`config.mk`:
```
export PLATFORM = sky130hd
export DESIGN_NAME = nbit_down_timer_flat
export DESIGN_NICKNAME = d
export VERILOG_FILES = /design/src/rtl/nbit_down_timer_if.sv /design/src/rtl/nbit_down_timer.sv /design/src/flat_wrapper.sv
export SDC_FILE = /design/constraint.sdc
export NUM_CORES = 1
export LEC_CHECK = 0
export BUFFER_PORTS_ARGS = -buffer_cell sky130_fd_sc_hd__buf_2
export CORE_AREA = 2 2 39 41
export CTS_CLUSTER_DIAMETER = 100
export DETAILED_ROUTE_END_ITERATION = 12
export DIE_AREA = 0 0 41 43
export SLEW_MARGIN = 20
export SYNTH_ARGS = -nofsm -noshare
export SYNTH_HDL_FRONTEND = slang
export SYNTH_SLANG_ARGS = --single-unit
```
`constraint.sdc`:
```
create_clock -name CLK -period 1.4 [get_ports CLK]
set_input_delay 0.35 -clock CLK [delete_from_list [all_inputs] [get_ports CLK]]
set_output_delay 0.35 -clock CLK [all_outputs]
set_load 0.005 [all_outputs]
```
`src/rtl/nbit_down_timer_if.sv`:
```
// nbit_down_timer_if: load/count request and status bundle of the N-bit down timer.
// The master drives the load value and the active-low LOAD/COUNT strobes.
// The slave (the timer) returns the count and the ZERO, TC and BUSY flags.
interface nbit_down_timer_if #(
    parameter int N = 4
) ();
    logic         LOAD;
    logic         COUNT;
    logic [N-1:0] in;
    logic [N-1:0] y;
    logic         ZERO;
    logic         TC;
    logic         BUSY;

    modport master (
        output LOAD,
        output COUNT,
        output in,
        input  y,
        input  ZERO,
        input  TC,
        input  BUSY
    );

    modport slave (
        input  LOAD,
        input  COUNT,
        input  in,
        output y,
        output ZERO,
        output TC,
        output BUSY
    );
endinterface

```
`src/rtl/nbit_down_timer.sv`:
```
// nbit_down_timer: loadable N-bit down-counter with a terminal-count pulse.
// Edge priority is CLEAR low > LOAD low > COUNT low > hold.
// The IDLE/RUN/DONE FSM gates decrementing, so the counter never wraps below zero.
// Optional build macro AUTO_RELOAD_EN: on terminal count, reload from the last
// loaded value and keep running instead of stopping in DONE.
module nbit_down_timer #(
    parameter int N = 4
) (
    input  logic                CLK,
    input  logic                CLEAR,
    nbit_down_timer_if.slave    bus
);
    localparam logic [1:0] ST_IDLE = 2'd0;
    localparam logic [1:0] ST_RUN  = 2'd1;
    localparam logic [1:0] ST_DONE = 2'd2;

    localparam logic [N-1:0] ONE = {{(N-1){1'b0}}, 1'b1};

    logic [1:0]   state_q, state_d;
    logic [N-1:0] y_q, y_d;
    logic [N-1:0] r_q, r_d;
    logic         tc_q, tc_d;

    // Next-state: load, decrement while running, terminal count handling
    always_comb begin
        state_d = state_q;
        y_d     = y_q;
        r_d     = r_q;
        tc_d    = 1'b0;
        if (!bus.LOAD) begin
            y_d     = bus.in;
            r_d     = bus.in;
            state_d = (bus.in != '0) ? ST_RUN : ST_DONE;
        end else if (!bus.COUNT && state_q == ST_RUN) begin
            if (y_q > ONE) begin
                y_d = y_q - ONE;
            end else begin
                tc_d = 1'b1;
`ifdef AUTO_RELOAD_EN
                // r_q is non-zero here: a zero load never enters RUN
                y_d  = r_q;
`else
                y_d     = '0;
                state_d = ST_DONE;
`endif
            end
        end
    end

    // State registers with synchronous active-low clear
    always_ff @(posedge CLK) begin
        if (!CLEAR) begin
            state_q <= ST_IDLE;
            y_q     <= '0;
            r_q     <= '0;
            tc_q    <= 1'b0;
        end else begin
            state_q <= state_d;
            y_q     <= y_d;
            r_q     <= r_d;
            tc_q    <= tc_d;
        end
    end

    // Outputs: registered count and TC, combinational ZERO and BUSY
    always_comb begin
        bus.y    = y_q;
        bus.TC   = tc_q;
        bus.ZERO = (y_q == '0);
        bus.BUSY = (state_q == ST_RUN);
    end
endmodule
```
`src/flat_wrapper.sv`:
```
// flat-port wrapper written by rule: the top's interface ports become plain ports
module nbit_down_timer_flat 
#(
    parameter int N = 4
)
  (CLK, CLEAR, bus_LOAD, bus_COUNT, bus_in, bus_y, bus_ZERO, bus_TC, bus_BUSY);
  nbit_down_timer_if #(.N(N)) bus_i ();
  input  logic CLK;
  input  logic CLEAR;
  input wire logic [$bits(bus_i.LOAD)-1:0] bus_LOAD;
  input wire logic [$bits(bus_i.COUNT)-1:0] bus_COUNT;
  input wire logic [$bits(bus_i.in)-1:0] bus_in;
  output wire logic [$bits(bus_i.y)-1:0] bus_y;
  output wire logic [$bits(bus_i.ZERO)-1:0] bus_ZERO;
  output wire logic [$bits(bus_i.TC)-1:0] bus_TC;
  output wire logic [$bits(bus_i.BUSY)-1:0] bus_BUSY;
  assign bus_i.LOAD = bus_LOAD;
  assign bus_i.COUNT = bus_COUNT;
  assign bus_i.in = bus_in;
  assign bus_y = bus_i.y;
  assign bus_ZERO = bus_i.ZERO;
  assign bus_TC = bus_i.TC;
  assign bus_BUSY = bus_i.BUSY;
  nbit_down_timer #(.N(N)) u_core (.CLK(CLK), .CLEAR(CLEAR), .bus(bus_i));
endmodule
```
==> out/qor.csv, run 1 <==
metric,value,unit
outcome,"complete, but fails checks",
failing checks,setup timing,
Flop pwr share,0.390,
most area-consuming cells after synthesis,"dfxtp_1 (32%), ha_1 (8.6%), o211ai_1 (6.9%), nand2_1 (5.2%), o31ai_4 (4.9%)",
global-route met2 utilization,0.2406,
core area,1384,µm²
CTS max path bufs,2,
clock skew,0.003415,ns
Post-synth top flop,dfxtp_1,
CTS sink cnt,7,
initial antenna violation count,0,
"Reg clk slew, reported paths",0.05,ns
pwr/cell area,882.3,nW/µm²
post-synth top area share,0.3218,
Max-slew headroom,0.7509,
largest net degree at the start of global routing,10,
Die Y-Extent,43,µm
vias in the first global route,425,
clock share of power,0.321,
Post-Syn Nets,62,
Clock H-tree levels,1,
setup violators final,2,
NetSw,0.1653,mW
Mapped Area,435.4,µm²
switching part of the total,0.2851,
number of routed nets with antenna violations,0,
Filler cells,139,
clk_lat worst skew,0.26,ns
drt pass-1 iters,4,
#FFs+latches synth,7,
Placed Cells,86,
IO buf count,14,
P_int,0.4143,mW
number of CTS-inserted buffers,3,
Gate power share,0.289,
1st-iter DRT viols,7,
"Hold Vio Cnt, Final",0,
total power,0.5796,mW
Routed WL per cell,12.02,µm
peak supply drop,0.5186,mV
Worst Path Required,1.05,ns
f_max,703.8,MHz
"EDFF count, synth",0,
met1 Resource Use GR,0.1672,
fin crit share,1.015,
Async SR Flop Fraction,0,
Remaining DRCs,0,
Commonest cells post-synth,"dfxtp_1 (7), nand2_1 (6), inv_1 (4), o211ai_1 (4), o21ai_0 (4)",
"area leader, netlist",dfxtp_1,
met3 usage,0.07853,
fin crit period,1.421,ns
DP HPWL,813.8,µm
vias,459,
MaxCap Viol Count,0,
Hold Crit Class,input pin to flop,
site row count,14,
first-pass GRT wire length,1766,µm
total grt overflow,0,
Final Max Tran Viols,0,
Worst setup SP type,flop,
num ports,15,
final core occ,0.4747,
top-count cell post-synth,dfxtp_1,
"Most Used Layer, Global Route",met2,
RSZ-0062 raised after global routing,yes,
fraction of layout cells with a size suffix above 1,0.5132,
area grow syn2layout,50.86,%
drt total wl,1106,µm
CTS tree,done,
Leak,0.2886,nW
Placed Area,568.0,µm²
vias per cell,4.989,
fin nets,88,
post-synth cell types,21,
Gate Count Post-Synth,51,
Crit. End Element,primary output,
dpl ws,0.01181,ns
CP arrival,1.07,ns
crit-path max FO,2,
"Design Area, Final",656.9,µm²
register area share after synthesis,0.3218,
Avg Inst Size Synth,8.538,µm²
fin cells,92,
clk root buf,clkbuf_4,
Initial Util,0.3146,
GRT Overall Usage,0.1536,
RePlAce Congestion,0.7663,
final worst setup slack,-0.02086,ns
die width,41,µm
quantity of hold-fixing buffers added after cts,0,
Worst Tran Pin Value,0.3729,ns
CP Class,flop to primary output,
DIE AREA,1763,µm²
yosys warns,0,
ANT cells,0,
[layout make-up]
cell class                      count  area, µm²  share of cell area
Clock buffer                        4      26.28             0.04000
Inverter                            4      15.01             0.02286
Multi-Input combinational cell     38      305.3              0.4648
Sequential cell                     7      145.1              0.2210
Tap cell                           16      20.02             0.03048
Timing Repair Buffer               23      145.1              0.2210
[through the flow]
| stage | hold WS [ns] | setup TNS, ns |
|---|---|---|
| final | 0.3297 | -0.02958 |
| after global routing | 0.3398 | -0.2417 |
| after CTS | 0.3216 | -0.02455 |
| after detailed placement | 0.5617 | 0 |
| after global placement | 0.5544 | 0 |
| after floorplan | 0.4492 | 0 |
[layer usage]
layer / vias up / part of all wire
met5: - / 0
met1: 210 / 0.41
met4: 0 / 0.013
met2: 12 / 0.52
li1: 235 / -
met3: 2 / 0.056
[flip-flops by register name (all words and copies together), names as in the netlist]
| name | cells |
|---|---|
| u_core.state_q | 2 |
| u_core.bus.y | 4 |
| u_core.bus.TC | 1 |
[worst paths after layout]
| kind | start | cells after the start | endpoint | slack [ns] |
|---|---|---|---|---|
| max | u_core.bus.y[0]$_SDFFE_PN0P_ | 6 | bus_ZERO | -0.02 |
| min | bus_in[2] | 3 | u_core.bus.y[2]$_SDFFE_PN0P_ | 0.33 |
| max reg2reg | u_core.bus.y[0]$_SDFFE_PN0P_ | 4 | u_core.bus.y[3]$_SDFFE_PN0P_ | -0.01 |
| min reg2reg | u_core.bus.y[3]$_SDFFE_PN0P_ | 2 | u_core.bus.y[3]$_SDFFE_PN0P_ | 0.55 |
[power groups by stage]
stage	Combinational [mW]	Sequential [mW]	Clock, mW
floorplan	0.0740	0.228	0
global placement	0.138	0.226	0
detailed placement	0.139	0.226	0
CTS	0.160	0.223	0.192
global route	0.184	0.228	0.202
finish	0.168	0.226	0.186
[cells by family after synthesis]
family / after synthesis / share of synthesized area
DFF: 7 / 0.3218
and+or+nand+nor: 21 / 0.2730
adders and majority gates: 3 / 0.08622
AOI/OAI and AO/OA: 13 / 0.2385
buffers and inverters: 6 / 0.05746
muxes: 1 / 0.02299
[worst max-delay path, stage by stage (launching register included)]
cell	delay (ns)
dfxtp_2	0.34
inv_2	0.04
buf_6	0.11
ha_4	0.14
inv_2	0.04
nor2_1	0.03
buf_2	0.12
[what timing repair did]
item,4_1_cts,5_1_grt
setup buffers,3,0
endpoints found under the setup margin,1,5
resized for setup,9,5
pin swaps,5,5
[cells in the final DEF, fill, tap and decap left out, drive strengths merged, types with 3 or more instances in the layout]
cell    instances
inv             4
dfxtp           7
ha              3
nor2            3
nand2           6
o21ai           4
buf            23
clkbuf          4
o211ai          4
nor2b           3
No activity file was read; power rests on OpenSTA's default activity.
==> run 2: changes to the inputs <==
--- a/config.mk
+++ b/config.mk
@@ -12,2 +12,3 @@
 export DIE_AREA = 0 0 41 43
+export RECOVER_POWER = 50
 export SLEW_MARGIN = 20
--- a/constraint.sdc
+++ b/constraint.sdc
@@ -3,2 +3,2 @@
 set_output_delay 0.35 -clock CLK [all_outputs]
-set_load 0.005 [all_outputs]
+set_load 0.02 [all_outputs]
==> run 2 against run 1 <==
The flow still finishes with violations (setup timing); non-clock buffer count grew 2; sequential power is essentially flat; power rose by 8.0%; sequential cell count unchanged; sequential share of layout area is 1.8 points lower; combinational power up 28%; utilization rose by 3.8 points.
==> out/qor.csv, run 2 (synthesis gave the netlist of run 1 again) <==
metric,value,unit,change
Initial Util,0.3146,,unchanged
largest net degree at the start of global routing,10,,unchanged
"Reg clk slew, reported paths",0.05,ns,about the same
CP Class,flop to primary output,,unchanged
number of CTS-inserted buffers,3,,unchanged
hold-critical path depth,3,,unchanged
"commonest cells after routing, fill and taps aside","buf_4 (10), buf_2 (8), nand2_1 (6)",,"was buf_2 (14), buf_4 (7), nand2_1 (6)"
initial antenna violation count,0,,unchanged
Final Max Tran Viols,0,,unchanged
RSZ-0062 raised after global routing,yes,,unchanged
setup_tns,-0.03021,ns,was -0.02958 ns
fraction of layout cells with a size suffix above 1,0.5256,,was 0.5132
clock skew,0.005502,ns,was 0.003415 ns
CTS sink cnt,7,,unchanged
total grt overflow,0,,unchanged
crit-path max FO,5,,was 2
R2R depth,4,,unchanged
Worst Tran Pin Value,0.3699,ns,was 0.3729 ns
vias,475,,was 459
Crit. End Element,primary output,,unchanged
Worst setup SP type,flop,,unchanged
Routed WL per cell,11.93,µm,was 12.02 µm
ANT cells,0,,unchanged
IO buf count,14,,unchanged
area grow syn2layout,62.93,%,was 50.86%
clk_lat worst skew,0.25,ns,was 0.26 ns
CTS max path bufs,2,,unchanged
Placed Cells,86,,unchanged
site row count,14,,unchanged
Max-slew headroom,0.7529,,was 0.7509
hold endpoint,u_core.bus.y[2]$_SDFFE_PN0P_,,unchanged
"Hold Vio Cnt, Final",0,,unchanged
drt total wl,1121,µm,was 1106 µm
CP arrival,1.08,ns,was 1.07 ns
peak supply drop,0.3190,mV,was 0.5186 mV
die width,41,µm,unchanged
final worst setup slack,-0.03021,ns,was -0.02086 ns
CTS tree,done,,unchanged
fin crit share,1.022,,was 1.015
max reg flops,4,,unchanged
outcome,"complete, but fails checks",,unchanged
R2R Setup Slk,0.02,ns,was -0.01 ns
Remaining DRCs,0,,unchanged
f_max,699.2,MHz,was 703.8 MHz
vias in the first global route,433,,was 425
Die Y-Extent,43,µm,unchanged
setup violators final,1,,was 2
RePlAce Congestion,0.7989,,was 0.7663
drt pass-1 iters,4,,unchanged
vias per cell,5.053,,was 4.989
Filler cells,139,,unchanged
num ports,15,,unchanged
worst hold start,bus_in[2],,unchanged
Clock H-tree levels,1,,unchanged
final core occ,0.5127,,was 0.4747
Leak,0.2854,nW,was 0.2886 nW
"commonest non-fill, non-tap cell in the layout",buf_4,,was buf_2
Worst Path Required,1.05,ns,about the same
MaxCap Viol Count,0,,unchanged
r2r endpoint,u_core.bus.y[3]$_SDFFE_PN0P_,,unchanged
Hold Crit Class,input pin to flop,,unchanged
DP HPWL,812.8,µm,was 813.8 µm
GRT Overall Usage,0.1513,,was 0.1536
number of routed nets with antenna violations,0,,unchanged
first-pass GRT wire length,1766,µm,unchanged
fin nets,90,,was 88
total power,0.6260,mW,was 0.5796 mW
core area,1384,µm²,unchanged
DIE AREA,1763,µm²,unchanged
failing checks,setup timing,,unchanged
clk root buf,clkbuf_4,,unchanged
fin crit period,1.430,ns,was 1.421 ns
dpl ws,0.001828,ns,was 0.01181 ns
fin cells,94,,was 92
worst reg2reg startpoint,u_core.bus.y[0]$_SDFFE_PN0P_,,unchanged
1st-iter DRT viols,9,,was 7
pwr/cell area,882.4,nW/µm²,was 882.3 nW/µm²
==> run 2: changes by cell type in the layout (fill, tap and decap cells not counted), sizes merged <==
cell	before	now
clkbuf	4	8
buf	23	21
==> run 2: final cells by class <==
class	count	area (µm²)	share of cell area
inverters	4	15.01	0.02116
flip-flops and latches	7	143.9	0.2028
multi-input cells	38	340.3	0.4797
clock buffers	4	26.28	0.03704
well taps	16	20.02	0.02822
repair buffers	25	163.9	0.2310
==> run 2: how the worst max path moves through the flow <==
stage / slack [ns] / from / cells past startpoint / to
after floorplan: -0.02 / u_core.bus.y[0]$_SDFFE_PN0P_ / 5 / u_core.state_q[1]$_SDFFE_PN0P_
after global placement: 0.009 / bus_COUNT / 4 / u_core.state_q[1]$_SDFFE_PN0P_
after detailed placement: 0.002 / bus_COUNT / 4 / u_core.state_q[1]$_SDFFE_PN0P_
after CTS: -0.03 / u_core.bus.y[1]$_SDFFE_PN0P_ / 6 / bus_ZERO
after global routing: -0.09 / u_core.bus.y[0]$_SDFFE_PN0P_ / 6 / bus_ZERO
final: -0.03 / u_core.bus.y[2]$_SDFFE_PN0P_ / 3 / bus_ZERO
==> run 2: metal layers <==
| metal | GRT usage | share of wire |
|---|---|---|
| met1 | 0.1789 | 0.42 |
| met2 | 0.2281 | 0.50 |
| met3 | 0.02094 | 0.059 |
| met4 | 0.1200 | 0.021 |
| met5 | 0 | 0 |
==> run 2: metrics by stage <==
| stage | hold slack (ns) | instance area [µm²] |
|---|---|---|
| floorplan | 0.4492 | 440.4 |
| global placement | 0.4994 | 573.1 |
| detailed placement | 0.5020 | 573.1 |
| CTS | 0.3491 | 684.4 |
| global route | 0.3584 | 709.4 |
| finish | 0.3454 | 709.4 |
==> run 2: repair_timing <==
action | CTS | global route
gates resized for setup | 17 | 5
buffers inserted | 4 | 0
pin swaps | 4 | 2
hold buffers | 0 | 0
endpoints found under the setup margin | 1 | 7
==> run 2: worst max-delay path: stages (launching register included) <==
cell	delay [ns]
dfxtp_1	0.35
or2_4	0.25
nor2_2	0.12
buf_6	0.12
==> run 2: report_power, final <==
part | leakage [nW] | switching [mW] | internal (mW) | total, mW
Sequential | 0.0588 | 0.0117 | 0.214 | 0.225
Combinational | 0.212 | 0.105 | 0.110 | 0.215
Clock | 0.0150 | 0.0769 | 0.109 | 0.186
